[src/rtl/regfile_pkg.sv]
// rtl/regfile_pkg.sv - shared register-file widths, indices and word types
package regfile_pkg;

  localparam int DEF_DATA_W = 16;
  localparam int DEF_ADDR_W = 3;
  localparam int NUM_REGS   = 2 ** DEF_ADDR_W;
  localparam int ZERO_REG   = 0;

  typedef logic [DEF_ADDR_W-1:0] reg_idx_t;
  typedef logic [DEF_DATA_W-1:0] word_t;

endpackage

[src/rtl/regfile_row.sv]
// rtl/regfile_row.sv - one register row: async active-low clear, posedge capture with load enable
module regfile_row #(
  parameter int DATA_W = 16
) (
  input  logic              Clock,
  input  logic              Reset,
  input  logic              load,
  input  logic [DATA_W-1:0] d,
  output logic [DATA_W-1:0] q
);

  always_ff @(posedge Clock or negedge Reset) begin
    if (!Reset) begin
      q <= '0;
    end else if (load) begin
      q <= d;
    end
  end

endmodule

[src/rtl/reg_file_2r1w.sv]
// rtl/reg_file_2r1w.sv - 2-read/1-write register file, reg 0 hardwired to zero
// Optional write-through forwarding: REGFILE_BYPASS_EN
module reg_file_2r1w
  import regfile_pkg::*;
#(
  parameter int DATA_W = DEF_DATA_W,
  parameter int ADDR_W = DEF_ADDR_W
) (
  input  logic              Clock,
  input  logic              Reset,
  input  logic              WrEn,
  input  logic [ADDR_W-1:0] WrAddr,
  input  logic [DATA_W-1:0] WrData,
  input  logic [ADDR_W-1:0] RdAddrA,
  output logic [DATA_W-1:0] RdDataA,
  input  logic [ADDR_W-1:0] RdAddrB,
  output logic [DATA_W-1:0] RdDataB,
  output logic              WrZeroErr
);

  localparam int                NUM_ROWS = 1 << ADDR_W;
  localparam logic [ADDR_W-1:0] ZERO_IDX = ADDR_W'(ZERO_REG);

  logic [DATA_W-1:0] mem [NUM_ROWS];

  // Row 0 has no storage; every other row loads only on its own index.
  for (genvar i = 0; i < NUM_ROWS; i++) begin : g_reg
    if (i == ZERO_REG) begin : g_zero
      assign mem[i] = '0;
    end else begin : g_row
      regfile_row #(
        .DATA_W (DATA_W)
      ) u_row (
        .Clock (Clock),
        .Reset (Reset),
        .load  (WrEn && (WrAddr == ADDR_W'(i))),
        .d     (WrData),
        .q     (mem[i])
      );
    end
  end

  always_ff @(posedge Clock or negedge Reset) begin
    if (!Reset) begin
      WrZeroErr <= 1'b0;
    end else if (WrEn && (WrAddr == ZERO_IDX)) begin
      WrZeroErr <= 1'b1;
    end
  end

  logic [DATA_W-1:0] stored_a;
  logic [DATA_W-1:0] stored_b;

  always_comb begin
    stored_a = '0;
    stored_b = '0;
    if (RdAddrA != ZERO_IDX) stored_a = mem[RdAddrA];
    if (RdAddrB != ZERO_IDX) stored_b = mem[RdAddrB];
  end

`ifdef REGFILE_BYPASS_EN
  // Forwarding is gated by Reset so a held write cannot leak out during reset.
  logic wr_live;
  assign wr_live = Reset && WrEn && (WrAddr != ZERO_IDX);
  assign RdDataA = (wr_live && (RdAddrA == WrAddr)) ? WrData : stored_a;
  assign RdDataB = (wr_live && (RdAddrB == WrAddr)) ? WrData : stored_b;
`else
  assign RdDataA = stored_a;
  assign RdDataB = stored_b;
`endif

endmodule

[config.mk]
export PLATFORM = sky130hd
export DESIGN_NAME = reg_file_2r1w
export DESIGN_NICKNAME = d
export VERILOG_FILES = /design/src/rtl/regfile_pkg.sv /design/src/rtl/regfile_row.sv /design/src/rtl/reg_file_2r1w.sv
export SDC_FILE = /design/constraint.sdc
export NUM_CORES = 1
export LEC_CHECK = 0
export CAP_MARGIN = 25
export CORE_MARGIN = 3
export CORE_UTILIZATION = 45
export CTS_CLUSTER_SIZE = 25
export DETAILED_ROUTE_END_ITERATION = 10
export GPL_TIMING_DRIVEN = 0
export PLACE_DENSITY_LB_ADDON = 0.1
export SYNTH_ARGS = -nofsm -noshare
export SYNTH_HDL_FRONTEND = slang
export SYNTH_HIERARCHICAL = 1
export SYNTH_SLANG_ARGS = --single-unit
[constraint.sdc]
create_clock -name Clock -period 3.2 [get_ports Clock]
set_input_delay 0.64 -clock Clock [delete_from_list [all_inputs] [get_ports Clock]]
set_output_delay 0.64 -clock Clock [all_outputs]
set_load 0.05 [all_outputs]
==> results of run 1 <==
-- critical path: stages --
cell             delay [ps]
clkdlybuf4s50_1         490
buf_6                   180
buf_4                   250
buf_4                   260
a211oi_1                110
a311oi_2                290
buf_4                   260
-- state kept, by name (all words and copies together) (netlist names) --
signal / count
WrZeroErr: 1
g.g_row.u_row/q: 112
-- cell usage in the layout (no fill, tap or decap), types with 2 or more instances in the layout --
cell type / netlist / final
dfrtp_1: 113 / 113
mux2_4: 86 / 86
mux2i_1: 48 / 48
mux2_2: 44 / 44
buf_2: 9 / 30
a221oi_2: 29 / 30
clkdlybuf4s50_1: 0 / 24
buf_6: 17 / 19
a221oi_1: 19 / 18
nor2b_1: 18 / 18
clkbuf_16: 0 / 17
a211oi_1: 16 / 16
a311oi_1: 16 / 15
mux2_1: 14 / 14
buf_4: 5 / 14
buf_12: 9 / 9
clkbuf_1: 4 / 6
nor2_1: 6 / 6
clkinv_2: 0 / 6
nand2b_1: 4 / 4
bufinv_16: 0 / 4
nand2_1: 2 / 2
clkinvlp_4: 0 / 2
clkbuf_4: 1 / 2
-- power by group through the flow --
| stage | sequential [µW] | clock (µW) | combinational, µW |
|---|---|---|---|
| floorplan | 1940 | 0 | 1170 |
| detailed placement | 2020 | 0 | 1540 |
| finish | 2010 | 1960 | 1490 |
| global route | 2050 | 2060 | 1570 |
| CTS | 2000 | 1980 | 1500 |
| global placement | 2000 | 0 | 1510 |
-- metrics by stage --
stage / hold WS [ps] / area (µm²) / cells
floorplan: 344 / 6810 / 467
global placement: 460 / 7620 / 709
detailed placement: 461 / 7650 / 710
CTS: 136 / 8160 / 742
global route: 150 / 8140 / 742
finish: 123 / 8140 / 742
-- final cells by class --
class | instances | area (µm²) | share of cell area (%)
Multi-Input combinational cell | 307 | 3500 | 43.0
Timing Repair Buffer | 59 | 474 | 5.82
Inverter | 1 | 3.75 | 0.0461
Clock buffer | 20 | 437 | 5.36
Clock inverter | 12 | 165 | 2.03
Sequential cell | 113 | 2830 | 34.7
Buffer | 46 | 502 | 6.16
Tap cell | 184 | 230 | 2.83
-- what timing repair did --
action | CTS | global route
setup buffers | 0 | 0
setup endpoints to repair | 32 | 15
gates resized for setup | 175 | 28
hold endpoints to repair | 0 | 0
-- logic make-up after synthesis --
group	Yosys count
simple gates	34
buf+inv	47
compound gates	81
mux	192
flops	113
-- layer usage --
| metal | GRT usage, % | up-vias | share of wire, % |
|---|---|---|---|
| li1 | - | 1969 | - |
| met1 | 33.2 | 2321 | 46 |
| met2 | 37.9 | 156 | 47 |
| met3 | 4.45 | 39 | 4.4 |
| met4 | 9.70 | 0 | 2.8 |
| met5 | 0 | - | 0 |
-- path summary, 6_finish.rpt --
| path | end | slack [ps] | cells past startpoint |
|---|---|---|---|
| max in group asynchronous | g_reg[5].g_row.u_row/q[3] | 2370 | 2 |
| max reg2reg | g_reg[3].g_row.u_row/q[8] | 2400 | 1 |
| min in group Clock | WrZeroErr | 470 | 2 |
| min reg2reg | WrZeroErr | 470 | 2 |
| min | g_reg[5].g_row.u_row/q[8] | 120 | 1 |
| max | RdDataA[14] | 60 | 7 |
==> flow_metrics.py, run 1 <==
metrics = {
    "layout": {
        "area_delta_synth_final_pct": 19.5,
        "final_core_util_pct": 55.4,
        "drive_gt1_share_pct": 48.2,
        "num_antenna_cells": 0,
        "nets": 573,
        "nFillCells": 1222,
    },
    "pwr": {
        "p_sw_uw": 1670,
        "finalPower_uw": 5450,
        "p_clk_share_pct": 36.0,
        "power_density_nw_per_um2": 670,
        "p_comb_share_pct": 27.3,
        "leakage_uw": 0.00357,
        "peakVddDrop_v": 0.000402,
        "p_int_uw": 3790,
        "seq_power_share_pct": 36.8,
        "p_sw_share_pct": 30.5,
    },
    "clock_tree": {
        "htreeDepth": 4,
        "hold_buffers": 0,
        "cts_sinks": 113,
        "cts_tree": "built",
        "clk_path_buf_depth": 2,
        "clk_latency_ps": 420,
        "clk_pin_slew_ps": 50,
        "cts_buffers": 17,
        "cts-root-buf": "clkbuf_16",
    },
    "synth": {
        "synth-edff-count": 0,
        "syn_nets": 495,
        "synth_area_leader_cell": "dfrtp_1",
        "synth_top_area_share_pct": 41.5,
        "synth_top_family_by_area": "multiplexers",
        "synthMuxAreaShare_pct": 35.6,
        "synthAdderAreaFrac_pct": 0,
        "synth_area_leaders": "dfrtp_1 (42%), mux2_4 (19%), mux2_2 (7.3%)",
        "ys_seq_area_share_pct": 41.5,
        "synth_seq_cells": 113,
        "synth_compound_area_share_pct": 12.8,
        "async_reset_ff_share_pct": 100,
        "synth_xor_area_share_pct": 0,
        "synth_ff_type": "dfrtp_1",
        "post-synth-top-count-cell": "dfrtp_1",
        "synth_cell_types": 26,
        "syn_area_um2": 6810,
        "avgSynthCellArea_um2": 14.6,
        "ys_warn_count": 6,
        "synthTopCellsByCount": "dfrtp_1 (113), mux2_4 (86), mux2i_1 (48), mux2_2 (44), a221oi_2 (29)",
        "synth_simple_gate_area_share_pct": 2.87,
        "syn_inst": 467,
    },
    "route": {
        "drt_iter0_drc": 300,
        "drc_errors": 0,
        "vias": 4485,
        "via_per_inst": 6.04,
        "wire_per_inst_um": 26.0,
        "postRouteAntennaNets": 0,
        "first_pass_iters": 5,
        "routed_wl_um": 19300,
    },
    "grt": {
        "grt-ovfl-total": 0,
        "grt_pass1_vias": 4787,
        "antenna_found_initial": 0,
        "grt_pass1_wl_um": 29400,
        "grt_util_all_layers_pct": 24.2,
        "grt_max_degree": 75,
    },
    "floorplan": {
        "start_util_pct": 46.3,
        "rows": 44,
        "core-area_um2": 14700,
        "die_h_um": 129,
        "boundaryPins": 61,
        "die-area_um2": 16700,
        "die-width_um": 129,
    },
    "sta": {
        "fin_crit_sh_pct": 98.0,
        "hold_viol_final": 0,
        "setup-violations-final": 0,
        "fin_worst_skew_ps": 0,
        "report.final.slew_viol_count": 0,
        "rsz0062_at_grt": "no",
        "tns_ps": 0,
        "fin_ws_ps": 64.4,
        "max_slew_margin_pct": 42.2,
        "worst_pin_slew_ps": 867,
        "fmax_mhz": 319,
        "fin_crit_ps": 3140,
    },
    "setup_path": {
        "cp-end-kind": "primary output",
        "crit_fanout": 10,
        "critPathLaunch": "RdAddrA[1]",
        "path_class": "in -> out",
        "cp-start-kind": "primary input",
        "reg2reg_from": "g_reg[3].g_row.u_row/q[8]",
        "arrival_ps": 2500,
        "worstPathRequired_ps": 2560,
    },
    "place": {
        "place.gp.congestion": 0.784,
        "dp_slack_ps": -720,
        "hpwl_um": 12300,
        "portBuffers": 58,
    },
    "job": {
        "max-cap-violations": 0,
    },
    "hold_path": {
        "hp-class": "in -> async",
    },
    "run_status": {
        "status": "complete, no violations",
    },
}
Power figures use the tool's default switching activity.
==> run 2, diff against run 1 <==
==> constraint.sdc (replaced) <==
create_clock -name Clock -period 3.2 [get_ports Clock]
set_input_delay 0.48 -clock Clock [delete_from_list [all_inputs] [get_ports Clock]]
set_output_delay 0.48 -clock Clock [all_outputs]
set_load 0.05 [all_outputs]
==> flow_metrics.py, run 2 (same netlist as run 1, synthesis figures left out) <==
metrics = {
    "route": {
        "wire_per_inst_um": 26.1,
        "postRouteAntennaNets": 0,
        "drt_iter0_drc": 344,
        "drc_errors": 0,
        "via_per_inst": 6.09,
        "vias": 4523,
        "routed_wl_um": 19400,
        "first_pass_iters": 5,
    },
    "layout": {
        "final_core_util_pct": 55.8,
        "drive_gt1_share_pct": 42.9,
        "num_antenna_cells": 0,
        "largest_reg_flops": 112,
        "reg_top3": "g.g_row.u_row/q (112), WrZeroErr (1)",
        "final_common_cell": "dfrtp_1",
        "top_register": "g.g_row.u_row/q",
        "area_delta_synth_final_pct": 20.5,
        "layout_common_cells": "dfrtp_1 (113), mux2_4 (86), mux2i_1 (48), mux2_2 (44), a221oi_2 (29)",
        "nets": 574,
    },
    "setup_path": {
        "cp-start-kind": "primary input",
        "cp_slowest_cell": "clkdlybuf4s50_1",
        "r2r_slack_ps": 2400,
        "r2r_end": "g_reg[4].g_row.u_row/q[10]",
        "path_class": "in -> out",
        "slowest_delay_ps": 630,
        "reg2regPathDepth": 1,
        "cp_cell_sequence": "clkdlybuf4s50_1, buf_6, buf_4, mux2i_1, a221oi_2, clkdlybuf4s15_1",
        "reg2reg_from": "g_reg[4].g_row.u_row/q[10]",
        "arrival_ps": 2660,
        "worstPathRequired_ps": 2720,
        "cp-end-kind": "primary output",
        "crit_fanout": 10,
    },
    "grt": {
        "grt_max_degree": 75,
        "grt_util_all_layers_pct": 24.1,
        "antenna_found_initial": 0,
        "grt_pass1_vias": 4785,
        "grt_pass1_wl_um": 29400,
        "grt-ovfl-total": 0,
    },
    "floorplan": {
        "boundaryPins": 61,
        "core-area_um2": 14700,
        "die_h_um": 129,
        "start_util_pct": 46.3,
        "die-width_um": 129,
        "rows": 44,
        "die-area_um2": 16700,
    },
    "run_status": {
        "status": "complete, no violations",
    },
    "clock_tree": {
        "cts_buffers": 17,
        "cts_sinks": 113,
        "cts-root-buf": "clkbuf_16",
        "clk_path_buf_depth": 2,
        "clk_latency_ps": 420,
        "clk_pin_slew_ps": 50,
        "htreeDepth": 4,
        "postCtsSetupBuffers": 0,
        "cts_tree": "built",
    },
    "hold_path": {
        "min_from": "WrZeroErr",
        "min_to": "WrZeroErr",
        "hp-class": "reg -> reg",
        "whs_path_depth": 2,
    },
    "pwr": {
        "p_comb_share_pct": 27.2,
        "peakVddDrop_v": 0.000408,
        "leakage_uw": 0.00358,
        "seq_power_share_pct": 36.8,
        "p_int_uw": 3790,
        "p_sw_uw": 1660,
        "p_clk_share_pct": 36.0,
        "p_sw_share_pct": 30.5,
        "power_density_nw_per_um2": 664,
    },
    "sta": {
        "worst_pin_slew_ps": 817,
        "rsz0062_at_grt": "no",
        "fmax_mhz": 318,
        "fin_crit_ps": 3140,
        "max_slew_margin_pct": 45.5,
        "fin_crit_sh_pct": 98.2,
        "hold_viol_final": 0,
        "report.final.slew_viol_count": 0,
        "fin_worst_skew_ps": 0,
        "setup-violations-final": 0,
        "fin_ws_ps": 58.9,
    },
    "place": {
        "portBuffers": 58,
        "dp_slack_ps": -400,
        "hpwl_um": 12300,
        "place.gp.congestion": 0.784,
    },
    "job": {
        "max-cap-violations": 0,
    },
}
run 2: cell types whose count changed in the layout (fill, tap and decap cells not counted), moves of 3 or more:
cell             previous run  this run
clkdlybuf4s15_1             0         3
buf_4                      14         5
clkbuf_2                    1         6
buf_2                      30        10
dlygate4sd2_1               0        23
run 2: critical path, delay by kind of cell:
kind                   cells  cell delay [ps]
muxes                      1              130
buffers and inverters      4             1720
AOI/OAI and AO/OA          1              320
run 2: per-layer routing:
| layer | vias up | global-route usage, % | wire [µm] |
|---|---|---|---|
| met5 | - | 0 | 0 |
| met1 | 2342 | 33.1 | 8900 |
| li1 | 1981 | - | - |
| met4 | 0 | 9.70 | 584 |
| met3 | 39 | 4.53 | 963 |
| met2 | 161 | 38.0 | 8930 |
run 2: how the worst max path moves through the flow:
stage | startpoint | end | slack (ps) | cells after the start
floorplan | RdAddrA[0] | RdDataA[14] | 400 | 6
finish | RdAddrB[1] | RdDataB[14] | 60 | 6
detailed placement | RdAddrA[2] | RdDataA[14] | -400 | 5
global route | RdAddrA[1] | RdDataA[13] | 0.9 | 7
global placement | Reset | g_reg[5].g_row.u_row/q[3] | -2840 | 1
CTS | RdAddrB[1] | RdDataB[15] | 1 | 6
run 2: layout make-up:
| class | count | area, µm² |
|---|---|---|
| Buffer | 46 | 493 |
| Clock buffer | 20 | 437 |
| Clock inverter | 12 | 165 |
| Fill cell | 1212 | 6490 |
| Inverter | 1 | 3.75 |
| Multi-Input combinational cell | 307 | 3490 |
| Sequential cell | 113 | 2830 |
| Tap cell | 184 | 230 |
| Timing Repair Buffer | 60 | 561 |
run 2: timing repair:
item / 4_1_cts / 5_1_grt
resized for setup: 37 / 19
endpoints found under the hold margin: 39 / 0
pin swaps: 0 / 0
hold buffers: 1 / 0
setup endpoints to repair: 32 / 9
run 2: power by group through the flow:
stage	sequential (µW)	clock, µW	combinational [µW]
floorplan	1940	0	1170
global placement	2000	0	1510
detailed placement	2020	0	1540
CTS	2000	1980	1490
global route	2050	2060	1570
finish	2000	1960	1480
run 2: stage by stage:
stage | cell area (µm²) | total power [µW] | cells | hold WS, ps | setup TNS, ps
2_1_floorplan | 6810 | 3110 | 467 | 184 | 0
3_3_place_gp | 7620 | 3500 | 709 | 460 | -325690
3_5_place_dp | 7650 | 3550 | 710 | 418 | -5480
4_1_cts | 8230 | 5470 | 743 | 479 | 0
5_1_grt | 8210 | 5680 | 743 | 501 | 0
6_report | 8210 | 5450 | 743 | 470 | 0
